File: config.mk
export PLATFORM = sky130hd
export DESIGN_NAME = nibble_serial_adder_flat
export DESIGN_NICKNAME = d
export VERILOG_FILES = /design/src/rtl/nibble_serial_adder_pkg.sv /design/src/rtl/nibble_serial_adder_if.sv /design/src/rtl/full_adder_4bit.sv /design/src/rtl/nibble_serial_adder.sv /design/src/flat_wrapper.sv
export SDC_FILE = /design/constraint.sdc
export NUM_CORES = 1
export LEC_CHECK = 0
export CORE_MARGIN = 2
export CORE_UTILIZATION = 40
export DETAILED_ROUTE_END_ITERATION = 16
export PLACE_DENSITY = 0.68
export SYNTH_ARGS = -nofsm -noshare
export SYNTH_HDL_FRONTEND = slang
export SYNTH_SLANG_ARGS = --single-unit
File: constraint.sdc
create_clock -name clk -period 3.9 [get_ports clk]
set_input_delay 0.585 -clock clk [delete_from_list [all_inputs] [get_ports clk]]
set_output_delay 0.585 -clock clk [all_outputs]
set_load 0.02 [all_outputs]
File: src/rtl/nibble_serial_adder_pkg.sv
// Shared types and helpers for the nibble-serial add/subtract controller.
package arith_pkg;

    localparam int NIBBLE_W = 4;

    typedef enum logic [1:0] {
        IDLE,
        RUN,
        DONE
    } state_e;

    function automatic int nibbles(input int width);
        return width / NIBBLE_W;
    endfunction

endpackage

File: src/rtl/nibble_serial_adder_if.sv
// Operand/result handshake bundle between requester, adder controller and consumer.
interface nibble_serial_adder_if #(
    parameter int WIDTH = 16
);
    logic             in_valid;
    logic             in_ready;
    logic [WIDTH-1:0] A;
    logic [WIDTH-1:0] B;
    logic             Cin;
    logic             Sub;
    logic             out_valid;
    logic             out_ready;
    logic [WIDTH-1:0] Sum;
    logic             Cout;
    logic             Overflow;

    modport master (
        output in_valid, A, B, Cin, Sub, out_ready,
        input  in_ready, out_valid, Sum, Cout, Overflow
    );

    modport slave (
        input  in_valid, A, B, Cin, Sub, out_ready,
        output in_ready, out_valid, Sum, Cout, Overflow
    );
endinterface

File: src/rtl/full_adder_4bit.sv
// Four-bit adder slice with carry in/out; the only arithmetic in the serial adder.
module full_adder_4bit (
    input  logic [3:0] a,
    input  logic [3:0] b,
    input  logic       cin,
    output logic [3:0] sum,
    output logic       cout
);
    assign {cout, sum} = 5'(a) + 5'(b) + 5'(cin);
endmodule

File: src/rtl/nibble_serial_adder.sv
// WIDTH-bit add/subtract computed one nibble per clock through a single 4-bit slice.
module nibble_serial_adder
    import arith_pkg::*;
#(
    parameter int WIDTH = 16
) (
    input logic                  clk,
    input logic                  rst_n,
    nibble_serial_adder_if.slave bus
);
    localparam int NIBBLES = nibbles(WIDTH);
    localparam int IDX_W   = (NIBBLES > 1) ? $clog2(NIBBLES) : 1;
    localparam logic [IDX_W-1:0] LAST_IDX = IDX_W'(NIBBLES - 1);

    state_e             state_q, state_d;
    logic [IDX_W-1:0]   idx_q, idx_d;
    logic               carry_q, carry_d;
    logic [WIDTH-1:0]   a_q, a_d;
    logic [WIDTH-1:0]   bx_q, bx_d;
    logic [WIDTH-1:0]   sum_q, sum_d;
    logic               cout_q, cout_d;
    logic               ovf_q, ovf_d;
    logic [NIBBLES-1:0] nib_we;
    logic [3:0]         fa_a, fa_b, fa_sum;
    logic               fa_cout;

    assign fa_a = a_q[NIBBLE_W*idx_q +: NIBBLE_W];
    assign fa_b = bx_q[NIBBLE_W*idx_q +: NIBBLE_W];

    full_adder_4bit u_fa (
        .a    (fa_a),
        .b    (fa_b),
        .cin  (carry_q),
        .sum  (fa_sum),
        .cout (fa_cout)
    );

    always_comb begin
        for (int i = 0; i < NIBBLES; i++) begin
            nib_we[i] = (state_q == RUN) && (idx_q == IDX_W'(i));
        end
    end

    // NOTE: every variable gets its hold value first so no path leaves it unassigned (no latches).
    always_comb begin
        state_d = state_q;
        idx_d   = idx_q;
        carry_d = carry_q;
        a_d     = a_q;
        bx_d    = bx_q;
        sum_d   = sum_q;
        cout_d  = cout_q;
        ovf_d   = ovf_q;

        for (int i = 0; i < NIBBLES; i++) begin
            if (nib_we[i]) sum_d[NIBBLE_W*i +: NIBBLE_W] = fa_sum;
        end

        unique case (state_q)
            IDLE: begin
                if (bus.in_valid) begin
                    // Subtraction is A + ~B with the carry seeded by the inverted borrow-in.
                    a_d     = bus.A;
                    bx_d    = bus.B ^ {WIDTH{bus.Sub}};
                    carry_d = bus.Cin ^ bus.Sub;
                    idx_d   = '0;
                    state_d = RUN;
                end
            end
            RUN: begin
                carry_d = fa_cout;
                idx_d   = idx_q + 1'b1;
                if (idx_q == LAST_IDX) begin
                    cout_d  = fa_cout;
                    ovf_d   = (a_q[WIDTH-1] == bx_q[WIDTH-1]) && (fa_sum[3] != a_q[WIDTH-1]);
                    idx_d   = '0;
                    state_d = DONE;
                end
            end
            DONE: begin
                if (bus.out_ready) state_d = IDLE;
            end
            default: state_d = IDLE;
        endcase
    end

    // NOTE: state uses non-blocking assignments so every flop samples pre-edge values.
    always_ff @(posedge clk) begin
        if (!rst_n) begin
            state_q <= IDLE;
            idx_q   <= '0;
            carry_q <= 1'b0;
            sum_q   <= '0;
            cout_q  <= 1'b0;
            ovf_q   <= 1'b0;
        end else begin
            state_q <= state_d;
            idx_q   <= idx_d;
            carry_q <= carry_d;
            sum_q   <= sum_d;
            cout_q  <= cout_d;
            ovf_q   <= ovf_d;
        end
    end

    // NOTE: operand registers are always rewritten on accept before use, so they carry no reset.
    always_ff @(posedge clk) begin
        a_q  <= a_d;
        bx_q <= bx_d;
    end

    assign bus.in_ready  = rst_n && (state_q == IDLE);
    assign bus.out_valid = (state_q == DONE);
    assign bus.Sum       = sum_q;
    assign bus.Cout      = cout_q;
    assign bus.Overflow  = ovf_q;

endmodule
File: src/flat_wrapper.sv
// flat-port wrapper written by rule: the top's interface ports become plain ports
module nibble_serial_adder_flat import arith_pkg::*;
#(
    parameter int WIDTH = 16
)
  (clk, rst_n, bus_in_valid, bus_A, bus_B, bus_Cin, bus_Sub, bus_out_ready, bus_in_ready, bus_out_valid, bus_Sum, bus_Cout, bus_Overflow);
  nibble_serial_adder_if #(.WIDTH(WIDTH)) bus_i ();
  input logic clk;
  input logic rst_n;
  input wire logic [$bits(bus_i.in_valid)-1:0] bus_in_valid;
  input wire logic [$bits(bus_i.A)-1:0] bus_A;
  input wire logic [$bits(bus_i.B)-1:0] bus_B;
  input wire logic [$bits(bus_i.Cin)-1:0] bus_Cin;
  input wire logic [$bits(bus_i.Sub)-1:0] bus_Sub;
  input wire logic [$bits(bus_i.out_ready)-1:0] bus_out_ready;
  output wire logic [$bits(bus_i.in_ready)-1:0] bus_in_ready;
  output wire logic [$bits(bus_i.out_valid)-1:0] bus_out_valid;
  output wire logic [$bits(bus_i.Sum)-1:0] bus_Sum;
  output wire logic [$bits(bus_i.Cout)-1:0] bus_Cout;
  output wire logic [$bits(bus_i.Overflow)-1:0] bus_Overflow;
  assign bus_i.in_valid = bus_in_valid;
  assign bus_i.A = bus_A;
  assign bus_i.B = bus_B;
  assign bus_i.Cin = bus_Cin;
  assign bus_i.Sub = bus_Sub;
  assign bus_i.out_ready = bus_out_ready;
  assign bus_in_ready = bus_i.in_ready;
  assign bus_out_valid = bus_i.out_valid;
  assign bus_Sum = bus_i.Sum;
  assign bus_Cout = bus_i.Cout;
  assign bus_Overflow = bus_i.Overflow;
  nibble_serial_adder #(.WIDTH(WIDTH)) u_core (.clk(clk), .rst_n(rst_n), .bus(bus_i));
endmodule
; ---- Word level (Yosys, flattened, before mapping)
; Cells that the tools add are included.
[classes]
mux = 9
bitwise_logic = 2
n_addsub = 3
eq_ne = 10
n_reduce_logical = 13
shift = 2
[op_table]
columns = operator, count
row1 = $shiftx A16 B5 Y4, 2
row2 = $xor A16 B16 Y16, 1
row3 = $mux W2, 5
row4 = $eq A2 B2 Y1 const B, 3
row5 = $logic_and A1 B1 Y1, 6
row6 = $ne A2 B2 Y1 const B, 3
row7 = $pmux W2 S3, 1
row8 = $reduce_and A2 Y1, 3
row9 = $add A4 B4 Y5, 1
row10 = $add A5 B1 Y5, 1
row11 = $eq A2 B1 Y1 const B, 2
row12 = $logic_not A2 Y1, 2
row13 = $pmux W2 S2, 1
row14 = $reduce_and A3 Y1, 1
row15 = $add A2 B1 Y2 const B, 1
row16 = $pmux W1 S2, 1
row17 = $reduce_bool A2 Y1, 1
row18 = $eq A1 B1 Y1, 1
row19 = $mux W1, 1
row20 = $ne A1 B1 Y1, 1
row21 = $xor A1 B1 Y1, 1
[totals]
wordCells = 50
inputBits = 38
register_bits = 55
out_inout_bits = 20

; ---- Depth between registers and ports, before layout
[depth]
depth_word = 5
mapped_depth = 9
mapped_depth_nobuf = 8

; ---- Modules after synthesis
; From an unflattened synthesis, not the netlist that was laid out.
[unflattened]
hier_cells = 190
area_unflattened_um2 = 2516.2
[modules_own_cells]
columns = mod, instances, seq_area_each_um2, cells_per_inst, area_per_inst_um2
row1 = nibble_serial_adder, 1, 1421.4, 174, 2372.3
row2 = full_adder_4bit, 1, 0.0, 16, 143.9

; ---- Worst setup path after synthesis
; Ideal clock, no wire load.
[synth_timing]
path_kind = input port to flip-flop
startpoint = input bus_in_valid
endpoint = register u_core.a_q[0], enable pin
setup_ns = 0.468
t_arrival_ns = 2.955
path_slack_ns = 0.477
required_time_ns = 3.432
cell_stages = 1
n_path_buf = 0
cell_sequence = nor3b_1
[synth_via]
elab_chain_cells = 1
[synth_lines]
columns = element, line_no
row1 = start: declaration, flat_wrapper.sv:10  ; input wire logic [$bits(bus_i.in_valid)-1:0] bus_in_valid;
row2 = $reduce_and A2 Y1 (no source line), --
row3 = end signal: assignment, nibble_serial_adder.sv:108  ; a_q <= a_d;
row4 = end: declaration, nibble_serial_adder.sv:18  ; logic [WIDTH-1:0] a_q, a_d;
; No other way between the ends.
; A chain may end at the register's enable or synchronous reset.

; ---- Worst setup path in the final report
[layout_timing]
startpoint = register u_core.idx_q[0]
endpoint = register u_core.sum_q[9], in the netlist u_core.bus.Sum[9]
[layout_via]
elab_chain_cells = 3
word_cells_on_any_way = 6
classes_between = add/sub (2) / eq/ne (1) / shift (2) / reduce/logical (1)
[layout_lines]
columns = element, line_no
row1 = start: declaration, nibble_serial_adder.sv:16  ; logic [IDX_W-1:0] idx_q, idx_d;
row2 = start signal: assignment, nibble_serial_adder.sv:98  ; idx_q <= idx_d;
row3 = "$shiftx A16 B5 Y4, on equally long branches", "nibble_serial_adder.sv:27, nibble_serial_adder.sv:28"
row4 = $add A4 B4 Y5, full_adder_4bit.sv:9  ; assign {cout, sum} = 5'(a) + 5'(b) + 5'(cin);
row5 = $add A5 B1 Y5, full_adder_4bit.sv:9
row6 = end signal: assignment, nibble_serial_adder.sv:100  ; sum_q <= sum_d;
row7 = end: declaration, nibble_serial_adder.sv:20  ; logic [WIDTH-1:0] sum_q, sum_d;
; Several ways; a longest one is shown, not always the timed one.

==> impl_metrics.tcl <==
set metrics [dict create \
    nNetsFinal 290 \
    global_route_wire_length_before_repair_mm 6.73 \
    post-synth-top-count-cell "sky130_fd_sc_hd__edfxtp_1" \
    power.ir.vdd_worst_uv 177 \
    cts_resized 0 \
    finalHoldWorstSlack_ps 460 \
    ant_nets 0 \
    synth_area_um2 2430 \
    asyncSetResetFlopFracSynth_pct 0 \
    row_count 28 \
    critPathArrivalTime_ps 2950 \
    timing.fmax_ghz 0.365 \
    synth_seq_area_share_pct 58.5 \
    net_count_after_synthesis 233 \
    clkSinkCount 55 \
    hp-start "u_core.bus.Sum[0]" \
    result_of_the_run "complete, no violations" \
    crit_path_max_fanout 13 \
    grt_start_max_net_pins 33 \
    vias 1557 \
    synth_area_per_cell_um2 13.1 \
    seq_power_share_pct 53.3 \
    setup.worst_path.class "reg -> reg" \
    synthDominantCellAreaShare_pct 39.5 \
    synth_enable_flop_cells 32 \
    synthDominantAreaCellType "sky130_fd_sc_hd__edfxtp_1" \
    post-route-min-period_ps 2740 \
    max_slew_margin_pct 41.6 \
    reg2reg_from "u_core.idx_q[0]" \
    net-switching-power_uw 303 \
    power_density_nw_per_um2 396 \
    area_of_the_die_um2 6710 \
    first_iter_violations 41 \
    cp.required_ps 4110 \
    firstDrtPassIters 4 \
    finalSetupViolCount 0 \
    ff2ff_setup_slack_ps 1160 \
    h_tree_level_count 2 \
    worstHoldPathType "reg -> reg" \
    dpl.hpwl_mm 3.14 \
    timing.setup.tns_ps 0 \
    p_sw_share_pct 24.1 \
    cts_tree "done" \
    placed_cells_incl_taps 311 \
    drt-vias-per-instance 4.88 \
    postSynth.topFlopCell "sky130_fd_sc_hd__edfxtp_1" \
    clock_power_share_pct 30.3 \
    remaining_drc_errors 0 \
    die_h_um 81.9 \
    cts.root.buffer_cell "sky130_fd_sc_hd__clkbuf_8" \
    gp_routability_congestion 0.783 \
    grt_setup_unrepaired "false" \
    num_io_pins 58 \
    area_added_between_synthesis_and_finish_pct 30.6 \
    leakagePower_nw 1.12 \
    postCtsHoldBufs 0 \
    insertion_delay_ps 310 \
    post_cts_buffers 0 \
    globalRouteTotalUtil_pct 13.3 \
    slew_limit_fails 0 \
    wl_per_cell_um 12.8 \
    combinationalPowerShare_pct 16.4 \
    startpoint "u_core.idx_q[0]" \
    p_int_uw 953 \
    place.port_buffers 57 \
    ys_types 39 \
    timing.critical_path.to_type "flop" \
    drive_gt1_share_pct 9.43 \
    clkSlewWorstSetupHoldPaths_ps 100 \
    grt_antenna_before_repair 0 \
    max_slew.worst_pin.slew_ps 873 \
    synth.top_cells.by_count "32 x sky130_fd_sc_hd__edfxtp_1, 23 x sky130_fd_sc_hd__dfxtp_1, 16 x sky130_fd_sc_hd__xor2_1" \
    final_min_period_over_clock_period_pct 70.2 \
    finalWirelength_mm 4.09 \
    clk_path_buf_depth 2 \
    instances_no_fill 319 \
    post_synth_main_area_contributors "sky130_fd_sc_hd__edfxtp_1 40%, sky130_fd_sc_hd__dfxtp_1 19%, sky130_fd_sc_hd__mux4_2 7.4%, sky130_fd_sc_hd__xor2_1 5.8%, sky130_fd_sc_hd__ha_1 3.6%" \
    overflow 0 \
    clock-skew-final_ps 6.22 \
    effective_utilization_at_floorplan_pct 41.3 \
    timing.final.hold_violations 0 \
    diodes 0 \
    cap_viol_max_count 0 \
    tritoncts.num_buffers 5 \
    synth-seq-cells 55 \
    fp.coreArea_um2 5890 \
    grt_pass1_vias 1513 \
    die_w_um 81.9 \
    yosys_warnings 0 \
    synthesis.instances 186 \
    crit_path_start_kind "flop" \
]
## worst paths after layout
check / to / cells past startpoint
max: u_core.bus.Sum[9] / 5
min: u_core.bus.Sum[0] / 2
max reg2reg: u_core.bus.Sum[9] / 5
min reg2reg: u_core.bus.Sum[0] / 2
## worst max-delay path: stages, from the launching register on
cell                       delay (ps)
sky130_fd_sc_hd__dfxtp_1          760
sky130_fd_sc_hd__mux4_2           610
sky130_fd_sc_hd__fa_1             430
sky130_fd_sc_hd__inv_1             80
sky130_fd_sc_hd__fa_1             470
sky130_fd_sc_hd__a311oi_1         280
## power by group through the flow
stage	registers [mW]	clock network, mW	logic (mW)
finish	0.669	0.380	0.207
global route	0.674	0.410	0.228
CTS	0.670	0.392	0.209
detailed placement	0.684	0	0.208
global placement	0.683	0	0.206
floorplan	0.685	0	0.122
## kinds of logic (layout without fill, tap and decap cells)
logic type	Yosys count	after routing	share of synthesized area (%)
compound gates	34	34	8.96
xor+xnor	18	18	6.49
fa+ha+maj	9	9	5.25
buf+inv	19	77	3.91
flops	55	55	58.5
mux	11	11	8.65
simple gates	40	40	8.24
## per-stage QoR
step / setup slack [ps] / area, um2 / power [mW] / util, %
floorplan: 477 / 2430 / 0.807 / -
global placement: 1180 / 3060 / 0.888 / 51.9
detailed placement: 1150 / 3060 / 0.891 / 51.9
CTS: 1090 / 3170 / 1.27 / 53.9
global route: 976 / 3170 / 1.31 / 53.9
finish: 1160 / 3170 / 1.26 / 53.9
## placed cells by master (no fill, tap or decap), drive strengths merged, types with 2 or more instances in the layout
cell type and instances:
clkdlybuf4s50 57, edfxtp 32, dfxtp 23, xor2 16, a21oi 14, nand2 12, inv 11, nand3 10
mux4 8, ha 7, nor2 7, clkbuf 5, o31ai 3, a311oi 3, mux2i 3, o21ai 3
nor3 2, a31oi 2, xnor2 2, o21bai 2, a22oi 2, fa 2, buf 2, nor3b 2
nor2b 2
## state kept, by name, indices dropped and copies added (netlist names)
register,cells
u_core.a_q,16
u_core.bus.Sum,16
u_core.bx_q,16
u_core.idx_q,2
u_core.state_q,2
u_core.bus.Cout,1
u_core.bus.Overflow,1
u_core.carry_q,1
## final cells by class
cell class | instances | area [um2]
well taps | 75 | 93.8
clock buffers | 5 | 68.8
fillers | 538 | 2710
flip-flops and latches | 55 | 1420
clock inverters | 3 | 47.5
repair buffers | 59 | 586
multi-input cells | 112 | 918
inverters | 10 | 37.5
## metal layers
metal	vias up	GRT usage [%]	part of all wire [%]
met1	710	15.9	43
met4	0	4.83	1.9
met2	52	22.8	49
met5	-	0	0
li1	788	-	-
met3	7	3.85	6.1
(Power assumes the default switching activity.)
